--- src/rtl/ahb_pkg.sv ---
// ---------------------------------------------------------------------------
// ahb_pkg
// Shared AHB-Lite definitions for the command master and its testbench.
//   htrans_t     : HTRANS encodings (IDLE, BUSY, NONSEQ, SEQ)
//   HSIZE_WORD   : 32-bit transfer size encoding
//   HRESP_OKAY / HRESP_ERROR : HRESP encodings
//   ahb_cmd_t    : one command {write, addr, wdata} at the default 32/32 widths
// ---------------------------------------------------------------------------
package ahb_pkg;

    localparam int AHB_ADDR_W = 32;
    localparam int AHB_DATA_W = 32;

    typedef enum logic [1:0] {
        IDLE   = 2'b00,
        BUSY   = 2'b01,
        NONSEQ = 2'b10,
        SEQ    = 2'b11
    } htrans_t;

    localparam logic [2:0] HSIZE_WORD  = 3'b010;
    localparam logic       HRESP_OKAY  = 1'b0;
    localparam logic       HRESP_ERROR = 1'b1;

    typedef struct packed {
        logic                  write;
        logic [AHB_ADDR_W-1:0] addr;
        logic [AHB_DATA_W-1:0] wdata;
    } ahb_cmd_t;

endpackage

--- src/rtl/sync_fifo.sv ---
// ---------------------------------------------------------------------------
// sync_fifo
// Single-clock FIFO with wrap-bit pointers. Read data is the current head
// (show-ahead), so a pop consumes the word already visible on o_rdata.
// Ports:
//   i_clk, i_reset    : clock, asynchronous active-high reset
//   i_push, i_wdata   : write request and data (ignored when full)
//   i_pop             : consume head (ignored when empty)
//   o_rdata           : head entry
//   o_full, o_empty   : occupancy flags
// DEPTH must be a power of two and at least 2.
// ---------------------------------------------------------------------------
module sync_fifo #(
    parameter int WIDTH = 8,
    parameter int DEPTH = 4
) (
    input  logic             i_clk,
    input  logic             i_reset,
    input  logic             i_push,
    input  logic [WIDTH-1:0] i_wdata,
    input  logic             i_pop,
    output logic [WIDTH-1:0] o_rdata,
    output logic             o_full,
    output logic             o_empty
);

    localparam int PW = $clog2(DEPTH);

    logic [WIDTH-1:0] r_mem [DEPTH];
    logic [PW:0]      r_wrPtr;
    logic [PW:0]      r_rdPtr;
    logic             w_doPush;
    logic             w_doPop;

    assign w_doPush = i_push && !o_full;
    assign w_doPop  = i_pop && !o_empty;

    // Equal index with differing wrap bits means the writer is a full lap ahead.
    assign o_empty = (r_wrPtr == r_rdPtr);
    assign o_full  = (r_wrPtr[PW] != r_rdPtr[PW]) &&
                     (r_wrPtr[PW-1:0] == r_rdPtr[PW-1:0]);

    // Pointer advance; the extra MSB lets full and empty be told apart.
    always_ff @(posedge i_clk or posedge i_reset) begin
        if (i_reset) begin
            r_wrPtr <= '0;
            r_rdPtr <= '0;
        end else begin
            if (w_doPush) r_wrPtr <= r_wrPtr + 1'b1;
            if (w_doPop)  r_rdPtr <= r_rdPtr + 1'b1;
        end
    end

    // Storage is not reset; the pointers alone define which entries are live.
    always_ff @(posedge i_clk) begin
        if (w_doPush) r_mem[r_wrPtr[PW-1:0]] <= i_wdata;
    end

    assign o_rdata = r_mem[r_rdPtr[PW-1:0]];

endmodule

--- src/rtl/ahb_cmd_master.sv ---
// ---------------------------------------------------------------------------
// ahb_cmd_master
// AHB-Lite master turning a valid/ready command stream into pipelined single
// NONSEQ word transfers, with one response strobe per command.
// Ports:
//   HCLK, HRESETn              : clock, asynchronous active-high reset
//   cmd_valid/ready            : command handshake (push on both high)
//   cmd_write/addr/wdata       : command payload
//   rsp_valid/write/rdata/err  : one-cycle response per command
//   HSEL/HADDR/HTRANS/HWRITE/HSIZE/HWDATA : AHB master outputs
//   HREADY/HRESP/HRDATA        : AHB slave feedback
//   busy                       : FIFO or pipeline holds work
// Build option:
//   AHB_MSTR_STATS_EN adds stat_xfers (completed transfers) and stat_waits
//   (data-phase wait cycles), both 32-bit wrapping counters.
// ---------------------------------------------------------------------------
module ahb_cmd_master
    import ahb_pkg::*;
#(
    parameter int ADDR_WIDTH = 32,
    parameter int DATA_WIDTH = 32,
    parameter int FIFO_DEPTH = 4
) (
    input  logic                  HCLK,
    input  logic                  HRESETn,
    input  logic                  cmd_valid,
    output logic                  cmd_ready,
    input  logic                  cmd_write,
    input  logic [ADDR_WIDTH-1:0] cmd_addr,
    input  logic [DATA_WIDTH-1:0] cmd_wdata,
    output logic                  rsp_valid,
    output logic                  rsp_write,
    output logic [DATA_WIDTH-1:0] rsp_rdata,
    output logic                  rsp_err,
    output logic                  HSEL,
    output logic [ADDR_WIDTH-1:0] HADDR,
    output logic [1:0]            HTRANS,
    output logic                  HWRITE,
    output logic [2:0]            HSIZE,
    output logic [DATA_WIDTH-1:0] HWDATA,
    input  logic                  HREADY,
    input  logic                  HRESP,
    input  logic [DATA_WIDTH-1:0] HRDATA,
`ifdef AHB_MSTR_STATS_EN
    output logic [31:0]           stat_xfers,
    output logic [31:0]           stat_waits,
`endif
    output logic                  busy
);

    typedef struct packed {
        logic                  write;
        logic [ADDR_WIDTH-1:0] addr;
        logic [DATA_WIDTH-1:0] wdata;
    } cmd_t;

    cmd_t                  w_fifoIn;
    cmd_t                  w_fifoHead;
    logic                  w_full;
    logic                  w_empty;
    logic                  w_push;
    logic                  w_pop;
    logic                  w_pipeEmpty;
    logic                  w_advance;
    logic                  w_complete;
    logic                  w_errStart;
    logic                  w_issue;

    logic                  r_readyEn;
    logic                  r_aVld;
    logic                  r_aWrite;
    logic [ADDR_WIDTH-1:0] r_aAddr;
    logic [DATA_WIDTH-1:0] r_aWdata;
    logic                  r_dVld;
    logic                  r_dWrite;
    logic [DATA_WIDTH-1:0] r_dWdata;
    logic                  r_errHold;
    logic                  r_rspValid;
    logic                  r_rspWrite;
    logic [DATA_WIDTH-1:0] r_rspRdata;
    logic                  r_rspErr;

    assign w_fifoIn = '{write: cmd_write, addr: cmd_addr, wdata: cmd_wdata};

    sync_fifo #(
        .WIDTH ($bits(cmd_t)),
        .DEPTH (FIFO_DEPTH)
    ) u_cmdFifo (
        .i_clk   (HCLK),
        .i_reset (HRESETn),
        .i_push  (w_push),
        .i_wdata (w_fifoIn),
        .i_pop   (w_pop),
        .o_rdata (w_fifoHead),
        .o_full  (w_full),
        .o_empty (w_empty)
    );

    assign cmd_ready   = r_readyEn && !w_full;
    assign w_push      = cmd_valid && cmd_ready;
    assign w_pipeEmpty = !r_aVld && !r_dVld;

    // With nothing on the bus the A-stage may load without waiting for HREADY;
    // otherwise the pipe only moves on a ready edge outside an error sequence.
    assign w_advance   = (HREADY && !r_errHold) || w_pipeEmpty;
    assign w_pop       = w_advance && !w_empty;
    assign w_complete  = r_dVld && HREADY;
    assign w_errStart  = r_dVld && !HREADY && (HRESP == HRESP_ERROR) && !r_errHold;

    // cmd_ready is held low during reset and opens on the first edge after.
    always_ff @(posedge HCLK or posedge HRESETn) begin
        if (HRESETn) r_readyEn <= 1'b0;
        else         r_readyEn <= 1'b1;
    end

    // Address and data phase registers. During the error sequence the A-stage
    // is parked (presented as IDLE) and the D-stage retires without refill,
    // so the parked command is reissued once the error completes.
    always_ff @(posedge HCLK or posedge HRESETn) begin
        if (HRESETn) begin
            r_aVld    <= 1'b0;
            r_aWrite  <= 1'b0;
            r_aAddr   <= '0;
            r_aWdata  <= '0;
            r_dVld    <= 1'b0;
            r_dWrite  <= 1'b0;
            r_dWdata  <= '0;
            r_errHold <= 1'b0;
        end else begin
            if (w_advance) begin
                r_dVld <= r_aVld;
                if (r_aVld) begin
                    r_dWrite <= r_aWrite;
                    r_dWdata <= r_aWdata;
                end
                r_aVld <= !w_empty;
                if (!w_empty) begin
                    r_aWrite <= w_fifoHead.write;
                    r_aAddr  <= w_fifoHead.addr;
                    r_aWdata <= w_fifoHead.wdata;
                end
            end else if (w_complete) begin
                r_dVld <= 1'b0;
            end

            if (w_errStart)      r_errHold <= 1'b1;
            else if (w_complete) r_errHold <= 1'b0;
        end
    end

    // Response is registered from the edge that ends the data phase.
    always_ff @(posedge HCLK or posedge HRESETn) begin
        if (HRESETn) begin
            r_rspValid <= 1'b0;
            r_rspWrite <= 1'b0;
            r_rspRdata <= '0;
            r_rspErr   <= 1'b0;
        end else begin
            r_rspValid <= w_complete;
            if (w_complete) begin
                r_rspWrite <= r_dWrite;
                r_rspRdata <= r_dWrite ? '0 : HRDATA;
                r_rspErr   <= (HRESP != HRESP_OKAY);
            end
        end
    end

`ifdef AHB_MSTR_STATS_EN
    logic [31:0] r_statXfers;
    logic [31:0] r_statWaits;

    // Free-running wrap-around counters of retired transfers and stall cycles.
    always_ff @(posedge HCLK or posedge HRESETn) begin
        if (HRESETn) begin
            r_statXfers <= '0;
            r_statWaits <= '0;
        end else begin
            if (w_complete)         r_statXfers <= r_statXfers + 32'd1;
            if (r_dVld && !HREADY)  r_statWaits <= r_statWaits + 32'd1;
        end
    end

    assign stat_xfers = r_statXfers;
    assign stat_waits = r_statWaits;
`endif

    assign w_issue   = r_aVld && !r_errHold;
    assign HTRANS    = w_issue ? NONSEQ : IDLE;
    assign HSEL      = w_issue;
    assign HADDR     = r_aAddr;
    assign HWRITE    = r_aWrite;
    assign HSIZE     = HSIZE_WORD;
    assign HWDATA    = r_dWdata;
    assign rsp_valid = r_rspValid;
    assign rsp_write = r_rspWrite;
    assign rsp_rdata = r_rspRdata;
    assign rsp_err   = r_rspErr;
    assign busy      = !w_empty || r_aVld || r_dVld;

endmodule

--- config.mk ---
export PLATFORM = sky130hd
export DESIGN_NAME = ahb_cmd_master
export DESIGN_NICKNAME = d
export VERILOG_FILES = /design/src/rtl/ahb_pkg.sv /design/src/rtl/sync_fifo.sv /design/src/rtl/ahb_cmd_master.sv
export SDC_FILE = /design/constraint.sdc
export NUM_CORES = 1
export LEC_CHECK = 0
export ABC_AREA = 1
export BUFFER_PORTS_ARGS = -buffer_cell sky130_fd_sc_hd__buf_2
export CAP_MARGIN = 30
export CORE_ASPECT_RATIO = 1.75
export CORE_MARGIN = 4
export CORE_UTILIZATION = 60
export CTS_BUF_LIST = sky130_fd_sc_hd__clkbuf_4 sky130_fd_sc_hd__clkbuf_8 sky130_fd_sc_hd__clkbuf_16
export DETAILED_ROUTE_END_ITERATION = 7
export PLACE_DENSITY = 0.9
export SKIP_CTS_REPAIR_TIMING = 1
export SLEW_MARGIN = 20
export SYNTH_ARGS = -nofsm -noshare
export SYNTH_HDL_FRONTEND = slang
export SYNTH_SLANG_ARGS = --single-unit
--- constraint.sdc ---
create_clock -name HCLK -period 6.58 [get_ports HCLK]
set_clock_uncertainty 0.05 [all_clocks]
set_input_delay 0.658 -clock HCLK [delete_from_list [all_inputs] [get_ports HCLK]]
set_output_delay 0.658 -clock HCLK [all_outputs]
set_load 0.01 [all_outputs]
; Word level (Yosys, flattened, before mapping)
; Memories as Yosys holds them, arrays and structs flattened. A register that Yosys moved wholly into a read port is not among the register bits.
; Cells that the tools add are included.
[op_classes]
addsub = 2
n_eq_ne = 3
mux = 7
bitwise_logic = 1
reduce_logical = 26
[ops]
columns = operator, n
row1 = two-way mux 32 bit, 1
row2 = logical AND 1 bit, 13
row3 = "adder 3 x 1 -> 3 bit, second input constant", 2
row4 = zero test 1 bit, 6
row5 = two-way mux 1 bit, 5
row6 = AND reduction 2 bit, 2
row7 = nonzero test 2 bit, 2
row8 = equality test 3 bit, 1
row9 = logical OR 1 bit, 3
row10 = equality test 2 bit, 1
row11 = two-way mux 2 bit, 1
row12 = inequality test 1 bit, 1
row13 = inverter 1 bit, 1
[totals]
reg_bits = 78
mem_bits_rw = 260
input_bits = 102
mem_count = 1
[mem_list]
columns = name, depth, width, read_ports, rd_clocked_by_memory_dff, write_ports, line
row1 = u_cmdFifo.r_mem, 4, 65, 1, 1, 1, sync_fifo.sv:29  ; logic [WIDTH-1:0] r_mem [DEPTH];

; Logic depth before layout (Yosys ltp)
; Gate-level depths: netlist (run 1).
[depth]
ltp_word = 8
ltp_mapped = 9
mapped_depth_nobuf = 7

; By module
; A second synthesis (run 1) with hierarchy kept.
[hier_totals]
hier_cells = 1286
hier_area_um2 = 15870.2
[modules_own_cells]
columns = module, n_inst, cells_each, area_per_inst_um2
row1 = sync_fifo, 1, 690, 10522.6
row2 = ahb_cmd_master, 1, 596, 5347.6

; Worst setup path before layout (run 1)
; Ideal clock, no wire load.
[synth_path]
kind = flip-flop to flip-flop
start = register u_cmdFifo.r_rdPtr[0]
end = memory u_cmdFifo.r_mem[0][0] (netlist name) (enable)
setup_time_ps = 489
arrival_time_ps = 3760
t_required_ps = 6041
path_slack_ps = 2281
path_stages_with_launch = 6
synth_period_minus_slack_ps = 4299
path_cell_list = dfrtp_1 buf_4 xnor2_2 nand3_1 nand3_1 nor2_1
[synth_via]
elab_chain_cells = 8
[synth_lines]
columns = item, line
row1 = "start, declared", sync_fifo.sv:31  ; logic [PW:0] r_rdPtr;
row2 = "start signal, assigned", sync_fifo.sv:50  ; if (w_doPop) r_rdPtr <= r_rdPtr + 1'b1;
row3 = equality test 2 bit *, sync_fifo.sv:41  ; (r_wrPtr[PW-1:0] == r_rdPtr[PW-1:0]);
row4 = logical AND 1 bit *, sync_fifo.sv:40  ; assign o_full = (r_wrPtr[PW] != r_rdPtr[PW]) &&
row5 = zero test 1 bit *, "sync_fifo.sv:35, ahb_cmd_master.sv:99"
row6 = logical AND 1 bit, ahb_cmd_master.sv:99  ; assign cmd_ready = r_readyEn && !w_full;
row7 = logical AND 1 bit, ahb_cmd_master.sv:100  ; assign w_push = cmd_valid && cmd_ready;
row8 = logical AND 1 bit *, sync_fifo.sv:35  ; assign w_doPush = i_push && !o_full;
row9 = two-way mux 1 bit *, sync_fifo.sv:56  ; if (w_doPush) r_mem[r_wrPtr[PW-1:0]] <= i_wdata;
row10 = two-way mux 1 bit (not written as such) *, sync_fifo.sv:56
row11 = "end, declared", sync_fifo.sv:29
; Mark *: on every way between the ends. The rest lies on a longest branch, timed or not.

; Worst setup path in the final report (run 1)
[layout_path]
start = register u_cmdFifo.r_rdPtr[1]
end = output port busy
[layout_via]
elab_chain_cells = 4
[layout_lines]
columns = item, line
row1 = equality test 3 bit, sync_fifo.sv:39  ; assign o_empty = (r_wrPtr == r_rdPtr);
row2 = zero test 1 bit, ahb_cmd_master.sv:198  ; assign busy = !w_empty || r_aVld || r_dVld;
row3 = logical OR 1 bit (2 in series), ahb_cmd_master.sv:198
row4 = "end, declared", ahb_cmd_master.sv:48  ; output logic busy
; No other way between the ends.

==> results.md, run 1 <==
* Clk_lat worst skew at roughly 530 ps
* Peak supply drop at 0.349 mV
* Die Span Y at 221 um
* Top cell by count, worst path: nand2_1
* Main flop type after synthesis: edfxtp_1
* Req. time, crit path at 5870 ps
* I/O pin total at 210
* Int Power at 5570 uW
* Max_cap viols at 0
* CTS root buf: clkbuf_16
* Number of core rows at 77
* Dpl ws at 2750 ps
* Max Freq at roughly 250 MHz
* FILL cells at 1622
* Setup TNS at 0 ps
* Fin nets at 1629
* TritonCTS Buffers at 35
* Sequential element share of the synthesized area at 0.731
* Crit path arrival time at 3350 ps
* Worst Hold Class: in -> async
* Clock sink total at 403
* Setup slack, reg-to-reg at 2670 ps
* CP Cell Sequence: buf_4 > nand2_1 > nand2_1 > nand3b_4 > nor2_1 > nand2_1 > buf_2
* Number of vias per cell at 5.72
* Most frequent cells in the layout: 286 x nand2_1, 265 x nor2_1, 260 x edfxtp_1, 205 x buf_2, 141 x dfrtp_1
* Status: complete, no violations
* Share of layout cells above drive strength 1 at 0.192
* Worst r2r path cells at 8
* Multi-input logic area at ~0.0038 mm^2
* Total placed cells including tap cells at 1800
* DRC viols at 0
* Worst hold slack at 164 ps
* Initial Util at 0.612
* Unrepaired setup endpoints after global routing: false
* FFs w/ async S/R, synth at 0.355
* # setup viols final at 0
* Post-synthesis cell type count at 24
* Vias in the first global route at 10615
* CTS tree: yes
* Crit Path Class: reg -> out
* Largest net degree at the start of global routing at 93
* Layout Cells excl Fill at 1870
* Reg2Reg Launch Point: u_cmdFifo.r_rdPtr[1]
* Crit-path max cell delay at 820 ps
* H-tree depth at 2
* Pwr/cell area at 486 mW/mm^2
* GR Util All Layers at 0.239
* Max Root-Sink Buffers at 3
* Detailed Route Iter0 Violations at 1008
* Leak pwr at 0.00781 uW
* Reg2reg end: r_aWdata[21]
* Minimum clock period at 4060 ps
* EDFF count, synth at 260
* Clock-pin slew on the worst setup and hold paths at 70 ps
* Crit share post-route at 0.616
* Mapped Cells at between 1000 and 1500
* Synth warn at 0
* Port bufs at 205
* First-pass GRT wire length at 53900 um
* Count of final max-slew check failures at 0
* Netlist Area Pre-Place at 0.0156 mm^2
* Worst Tran Pin Value at roughly 1000 ps
* Detail Route Antenna Nets at 0
* Post-synthesis average cell area at 11.6 um^2
* RD Place Congestion at about 0.84
* Dpl hpwl at 21100 um
* Slowest CP cell: dfrtp_2
* Mean routed wirelength per cell at 18.9 um
* CP endpoint: busy
* Switching pwr at ~3200 uW
* Flop pwr share at 0.418
* Die area at 0.0287 mm^2
* Initial antenna violation count at 9
* Critical path launch point type: register
* Grt ovf at 0
* Pre-antenna DRT Iters at 6
* Sw Share at 0.366
* Flops & latches, synth at approximately 400
* Register area at 0.0114 mm^2
* Pwr Total at 8780 uW
* Final hold vios at 0
* Core Area at 0.0254 mm^2
* Area Growth Syn to Fin at 16.0%
* Die X at 130 um
* Combinational power share at 0.336
* Drt total wl at ~35000 um
* Most common cell after layout, fill and taps aside: nand2_1
* Worst Setup SP: u_cmdFifo.r_rdPtr[1]
* Peak fanout along the critical path at 70
* CP Capture Type: output port
* Clk pwr share at 0.246
* DR vias at 10698
* Slew Limit Headroom at 0.338
* Setup ws final at 2520 ps
==> metal layers <==
layer | GRT usage | share of wire | up-vias
met5 | 0 | 0.00090 | -
met4 | 0.118 | 0.039 | 6
met3 | 0.0466 | 0.084 | 102
met2 | 0.421 | 0.53 | 612
met1 | 0.275 | 0.35 | 5065
li1 | - | - | 4913
==> final cells by class <==
type / instances / share of cell area
Clock inverter: 15 / 0.0114
Multi-Input combinational cell: 843 / 0.208
Inverter: 16 / 0.00367
Timing Repair Buffer: 223 / 0.0667
Sequential cell: 403 / 0.631
Clock buffer: 47 / 0.0561
Tap cell: 316 / 0.0219
Antenna cell: 7 / 0.000970
==> registers in the layout, indices dropped and copies added, names as in the netlist, 3 cells and up <==
signal,flops
u_cmdFifo.r_rdPtr,3
u_cmdFifo.r_wrPtr,3
HADDR,32
HWDATA,32
rsp_rdata,32
r_aWdata,32
u_cmdFifo.r_mem,260
==> cell families (layout without fill, tap and decap cells) <==
family / after synthesis / in the layout / share of synthesized area
flip-flops: 403 / 403 / 0.731
AND/OR/NAND/NOR: 664 / 664 / 0.170
AO/OA/AOI/OAI: 166 / 166 / 0.0616
XOR/XNOR: 3 / 3 / 0.00217
other: 2 / 12 / 0.000482
adder cells (fa/ha/maj): 5 / 5 / 0.00402
buffers and inverters: 102 / 301 / 0.0304
==> worst max-delay path, delay by kind of cell, from the launching register on <==
family / cells / cell delay, ps
buffers and inverters: 2 / 660
flip-flops: 1 / 820
AND/OR/NAND/NOR: 5 / 1310
==> cell usage after synthesis, types with 9 or more instances <==
cell / n / area [um^2]
clkbuf_1: 26 / 97.6
a22o_1: 32 / 280
buf_2: 39 / 195
buf_1: 11 / 41.3
nor2_1: 270 / 1010
buf_4: 9 / 67.6
nand2_1: 286 / 1070
edfxtp_1: 260 / 7810
o21ai_0: 131 / 656
nand3_1: 103 / 515
inv_1: 14 / 52.6
dfrtp_1: 143 / 3580
==> power groups by stage <==
stage	Sequential, uW	Combinational, uW	Clock (uW)
detailed placement	3700	2890	0
finish	3670	2950	2160
global placement	3680	2740	0
global route	3730	3290	2280
CTS	3660	2960	2180
floorplan	3740	1950	0
==> how the worst min path moves through the flow <==
stage,from,to
3_5_place_dp,HWDATA[14],HWDATA[14]
4_1_cts,HRESETn,HADDR[2]
2_1_floorplan,r_aWdata[31],r_aWdata[31]
3_3_place_gp,HWDATA[18],HWDATA[18]
6_report,HRESETn,r_aWdata[28]
5_1_grt,HRESETn,HADDR[2]
==> stage by stage <==
stage / utilization / cell area [um^2]
finish: 0.710 / 18100
global route: 0.710 / 18100
CTS: 0.708 / 18000
detailed placement: 0.660 / 16800
global placement: 0.658 / 16700
floorplan: - / 15600
(Power assumes the default switching activity.)
==> inputs of run 2 (changes only) <==
Settings changed: CORE_UTILIZATION 60 to 57, PLACE_DENSITY 0.9 to 0.86.
Clock period 6.58 ns to 3.8 ns, I/O delays scaled along.
==> run 2 against run 1 <==
  * Sequential share of layout area down 0.63 points
  * Clock power up 69%
  * Largest power group unchanged
  * Clock-buffer cell count down 1
  * Wire length down 2.3%
  * Die area up 5.0%
  * Sequential power up 69%
  * Critical endpoint unchanged
  * Total power up 72%
  * Largest cell class unchanged
  * Cell count up 3.2%
==> results.md, run 2 (synthesized netlist as in run 1, its figures left out) <==
* Buffers & Inverters on Critical Path at 1
* Largest register FFs at 260
* Fin nets at 1640
* Peak fanout along the critical path at 42
* GR Util All Layers at 0.225
* RD Place Congestion at 0.810
* Max Freq at 368 MHz
* Mean routed wirelength per cell at between 15 and 20 um
* Final hold vios at 0
* Crit Path Class: reg -> out
* Setup TNS at 0 ps
* Max Root-Sink Buffers at 3
* # setup viols final at 0
* Die area at 0.0301 mm^2
* Status: complete, no violations
* Die X at about 130 um
* Number of vias per cell at between 5 and 6
* Port bufs at ~200
* CP Capture Type: output port
* DR vias at about 11000
* Crit share post-route at 0.715
* Worst Hold Class: in -> reg
* DRC viols at 0
* H-tree depth at 2
* Total placed cells including tap cells at 1854
* CTS root buf: clkbuf_16
* Die Span Y at 227 um
* Crit path arrival time at 2290 ps
* Grt ovf at 0
* Initial Util at 0.581
* Max_cap viols at 0
* Count of final max-slew check failures at 0
* Slew Limit Headroom at 0.422
* Detail Route Antenna Nets at 0
* CP top delay family: simple AND/OR/NAND/NOR gates
* Worst hold stages at 1
* Initial antenna violation count at 7
* Worst path depth at 5
* Layout Cells excl Fill at 1929
* Peak supply drop at ~0.56 mV
* CTS tree: yes
* Pwr/cell area at 830 mW/mm^2
* Vias in the first global route at 10478
* Req. time, crit path at 3370 ps
* Unrepaired setup endpoints after global routing: false
* Clock sink total at 403
* Dpl hpwl at 21100 um
* Leak pwr at 0.00786 uW
* Clk_lat worst skew at 530 ps
* Core Area at ~0.027 mm^2
* CP Cell Sequence: xnor2_2 > nand3b_4 > nor2_1 > nand2_1 > buf_2
* Most frequent cells in the layout: 286 x nand2_1, 265 x nor2_1, 260 x edfxtp_1, 205 x buf_2, 141 x dfrtp_1
* Minimum clock period at 2720 ps
* Most common cell after layout, fill and taps aside: nand2_1
* I/O pin total at 210
* Worst Tran Pin Value at 867 ps
* First-pass GRT wire length at between 50000 and 60000 um
* Pwr Total at 15100 uW
* Number of core rows at 79
* Slowest CP cell: nand3b_4
* Largest net degree at the start of global routing at 89
* Clock-pin slew on the worst setup and hold paths at 60 ps
* TritonCTS Buffers at 35
* Critical path launch point type: register
* Detailed Route Iter0 Violations at ~730
* Setup slack, reg-to-reg at approximately 1100 ps
* Crit-path max cell delay at roughly 530 ps
* Pre-antenna DRT Iters at 5
* Worst r2r path cells at 7
* Area Growth Syn to Fin at 17.1%
* Drt total wl at 34600 um
* Share of layout cells above drive strength 1 at 0.194
[run 2: cell count changes in the layout (fill, tap and decap cells not counted), sizes merged]
cell,delta
bufinv,-2
dlygate4sd3,+6
buf,+5
diode,-2
clkinvlp,+2
clkbuf,-1
inv,+2
clkinv,+1
[run 2: area by class of cell]
| class | count | area [um^2] |
|---|---|---|
| clock buffers | 46 | 1020 |
| inverters | 16 | 65.1 |
| diodes | 5 | 12.5 |
| flip-flops and latches | 403 | 11400 |
| multi-input cells | 843 | 3760 |
| well taps | 364 | 455 |
| repair buffers | 234 | 1340 |
| fillers | 1864 | 8550 |
| clock inverters | 18 | 186 |
[run 2: worst paths after layout]
check / startpoint / end
min reg2reg: HWDATA[31] / HWDATA[31]
min in group asynchronous: HRESETn / r_aWdata[28]
max: u_cmdFifo.r_wrPtr[0] / busy
max in group asynchronous: HRESETn / u_cmdFifo.r_rdPtr[0]
min: cmd_addr[11] / u_cmdFifo.r_mem[0][43]
max reg2reg: u_cmdFifo.r_wrPtr[1] / u_cmdFifo.r_mem[3][8]
[run 2: where the power goes]
part | total (uW) | switching, uW | internal, uW | leakage (uW)
clock network | 3660 | 1530 | 2130 | 0.000591
logic | 5270 | 3540 | 1730 | 0.00313
registers | 6210 | 458 | 5750 | 0.00414
total | 15100 | 5530 | 9600 | 0.00786
[run 2: stage by stage]
step	utilization	cell area (um^2)	hold WS, ps	setup WS, ps
global placement	0.632	16900	400	1240
finish	0.681	18200	10.2	1080
detailed placement	0.633	17000	403	1140
global route	0.681	18200	2.20	918
CTS	0.678	18200	-98.9	1090
floorplan	-	15600	393	-499
[run 2: metal layers]
metal	part of all wire	vias up	track usage
met5	0.00038	-	0
met4	0.040	2	0.116
met3	0.071	100	0.0455
met2	0.53	488	0.412
met1	0.36	5036	0.244
li1	-	4938	-
==> inputs of run 3 (changes only) <==
Settings changed: CORE_UTILIZATION 57 to 52, PLACE_DENSITY 0.86 to 0.83.
Clock period 3.8 ns to 2.3 ns, I/O delays scaled along.
==> run 3 against run 2 <==
  * Cell count grew 6.1%
  * Hold slack gained 300 ps
  * Sequential power grew 67%
  * Non-clock buffer count grew 102
  * Largest power group unchanged
  * Highest routed layer is now met4
==> results.md, run 3 (synthesized netlist as in run 1, its figures left out) <==
* Register area at 0.0114 mm^2
* Core Area at approximately 0.03 mm^2
* Worst Tran Pin Value at ~860 ps
* Most common cell after layout, fill and taps aside: nand2_1
* Clk pwr share at 0.246
* DP Area at 0.0172 mm^2
* Die X at 139 um
* Fin nets at 1742
* Finished Cell Area at just under 0.02 mm^2
* Int Power at 16400 uW
* Combinational power share at 0.354
* Max Freq at 464 MHz
* GR Util All Layers at 0.214
* Multi-input logic area at 0.00379 mm^2
* Largest net degree at the start of global routing at 134
* CP Capture Type: register
* FILL cells at around 2000
* Worst Hold Class: in -> async
* Switching pwr at 9470 uW
* DRC viols at 0
* Crit path arrival time at roughly 2500 ps
* Dpl hpwl at 21500 um
* CTS root buf: clkbuf_16
* Layout Cells excl Fill at between 2000 and 2500
* # setup viols final at 0
* Crit Path Class: reg -> reg
* First-pass GRT wire length at approximately 56000 um
* DR vias at approximately 11000
* Unrepaired setup endpoints after global routing: false
* Number of core rows at 83
* Status: complete, no violations
* Crit share post-route at 0.938
* Initial Util at 0.528
* Number of vias per cell at between 5 and 6
* Detailed Route Iter0 Violations at 925
* I/O pin total at 210
* Total placed cells including tap cells at 1879
* Reg2Reg Launch Point: u_cmdFifo.r_rdPtr[0]
* Sw Share at 0.366
* TritonCTS Buffers at 35
* Worst r2r path cells at 7
* Pwr Total at roughly 26000 uW
* RD Place Congestion at ~0.8
* Clk_lat worst skew at 530 ps
* Clock sink total at around 400
* Vias in the first global route at about 11000
* Max Root-Sink Buffers at 3
* Max_cap viols at 0
* Reg2reg end: r_aWdata[28]
* Leak pwr at between 0.008 and 0.009 uW
* Largest register FFs at 260
* Pre-antenna DRT Iters at 7
* Setup TNS at 0 ps
* Area Growth Syn to Fin at 24.8%
* Minimum clock period at 2160 ps
* Initial antenna violation count at 4
* Slew Limit Headroom at 0.430
* Req. time, crit path at 2660 ps
* Setup slack, reg-to-reg at 140 ps
* Share of layout cells above drive strength 1 at 0.186
* Final hold vios at 0
* Count of final max-slew check failures at 0
* H-tree depth at 2
* Grt ovf at 0
* Most frequent cells in the layout: 286 x nand2_1, 265 x nor2_1, 260 x edfxtp_1, 205 x buf_2, 140 x dfrtp_1
* Drt total wl at 37900 um
* Pwr/cell area at 1330 mW/mm^2
* CTS tree: yes
* Detail Route Antenna Nets at 0
* Flop pwr share at 0.401
* Peak fanout along the critical path at 133
* Die Span Y at 237 um
* Critical path launch point type: register
* Die area at 0.0329 mm^2
* Clock-pin slew on the worst setup and hold paths at 70 ps
* Mean routed wirelength per cell at 18.5 um
* Peak supply drop at 1.41 mV
* Port bufs at 205
-- run 3: cell type report --
type,instances,area share
flip-flops and latches,403,0.586
multi-input cells,843,0.195
repair buffers,336,0.125
clock buffers,43,0.0518
well taps,382,0.0246
clock inverters,20,0.0129
inverters,16,0.00335
diodes,4,0.000515
-- run 3: per-stage QoR --
| stage | setup WS, ps | hold slack [ps] | util |
|---|---|---|---|
| floorplan | -794 | 276 | - |
| global placement | 349 | 326 | 0.582 |
| detailed placement | 215 | 322 | 0.582 |
| CTS | 191 | -240 | 0.624 |
| global route | 14.9 | 345 | 0.659 |
| finish | 143 | 312 | 0.659 |
-- run 3: worst max path at each step --
stage / start / to / slack, ps / cells past startpoint
floorplan: u_cmdFifo.r_rdPtr[0] / u_cmdFifo.r_mem[1][0] / -790 / 5
global placement: u_cmdFifo.r_rdPtr[0] / HADDR[17] / 350 / 7
detailed placement: u_cmdFifo.r_rdPtr[0] / HADDR[22] / 220 / 7
CTS: u_cmdFifo.r_rdPtr[0] / r_aWdata[28] / 190 / 7
global route: u_cmdFifo.r_rdPtr[0] / HADDR[14] / 10 / 7
finish: u_cmdFifo.r_rdPtr[0] / r_aWdata[28] / 140 / 7
-- run 3: routing by layer --
layer	part of all wire	track usage
met1	0.37	0.239
met2	0.53	0.383
met4	0.032	0.108
met5	0	0
met3	0.072	0.0453
-- run 3: power by group through the flow --
stage / sequential (uW) / combinational, uW / clock, uW
floorplan: 10700 / 5660 / 0
global placement: 10400 / 8530 / 0
detailed placement: 10500 / 8870 / 0
CTS: 10300 / 8980 / 6440
global route: 10500 / 10300 / 6730
finish: 10400 / 9160 / 6360
-- run 3: worst max-delay path, cell delays in order, from the launching register on --
cell,delay [ps]
dfrtp_4,460
buf_12,470
clkinv_2,200
buf_12,250
o21ai_0,280
nand2_1,80
nand3_1,100
nand2_1,70
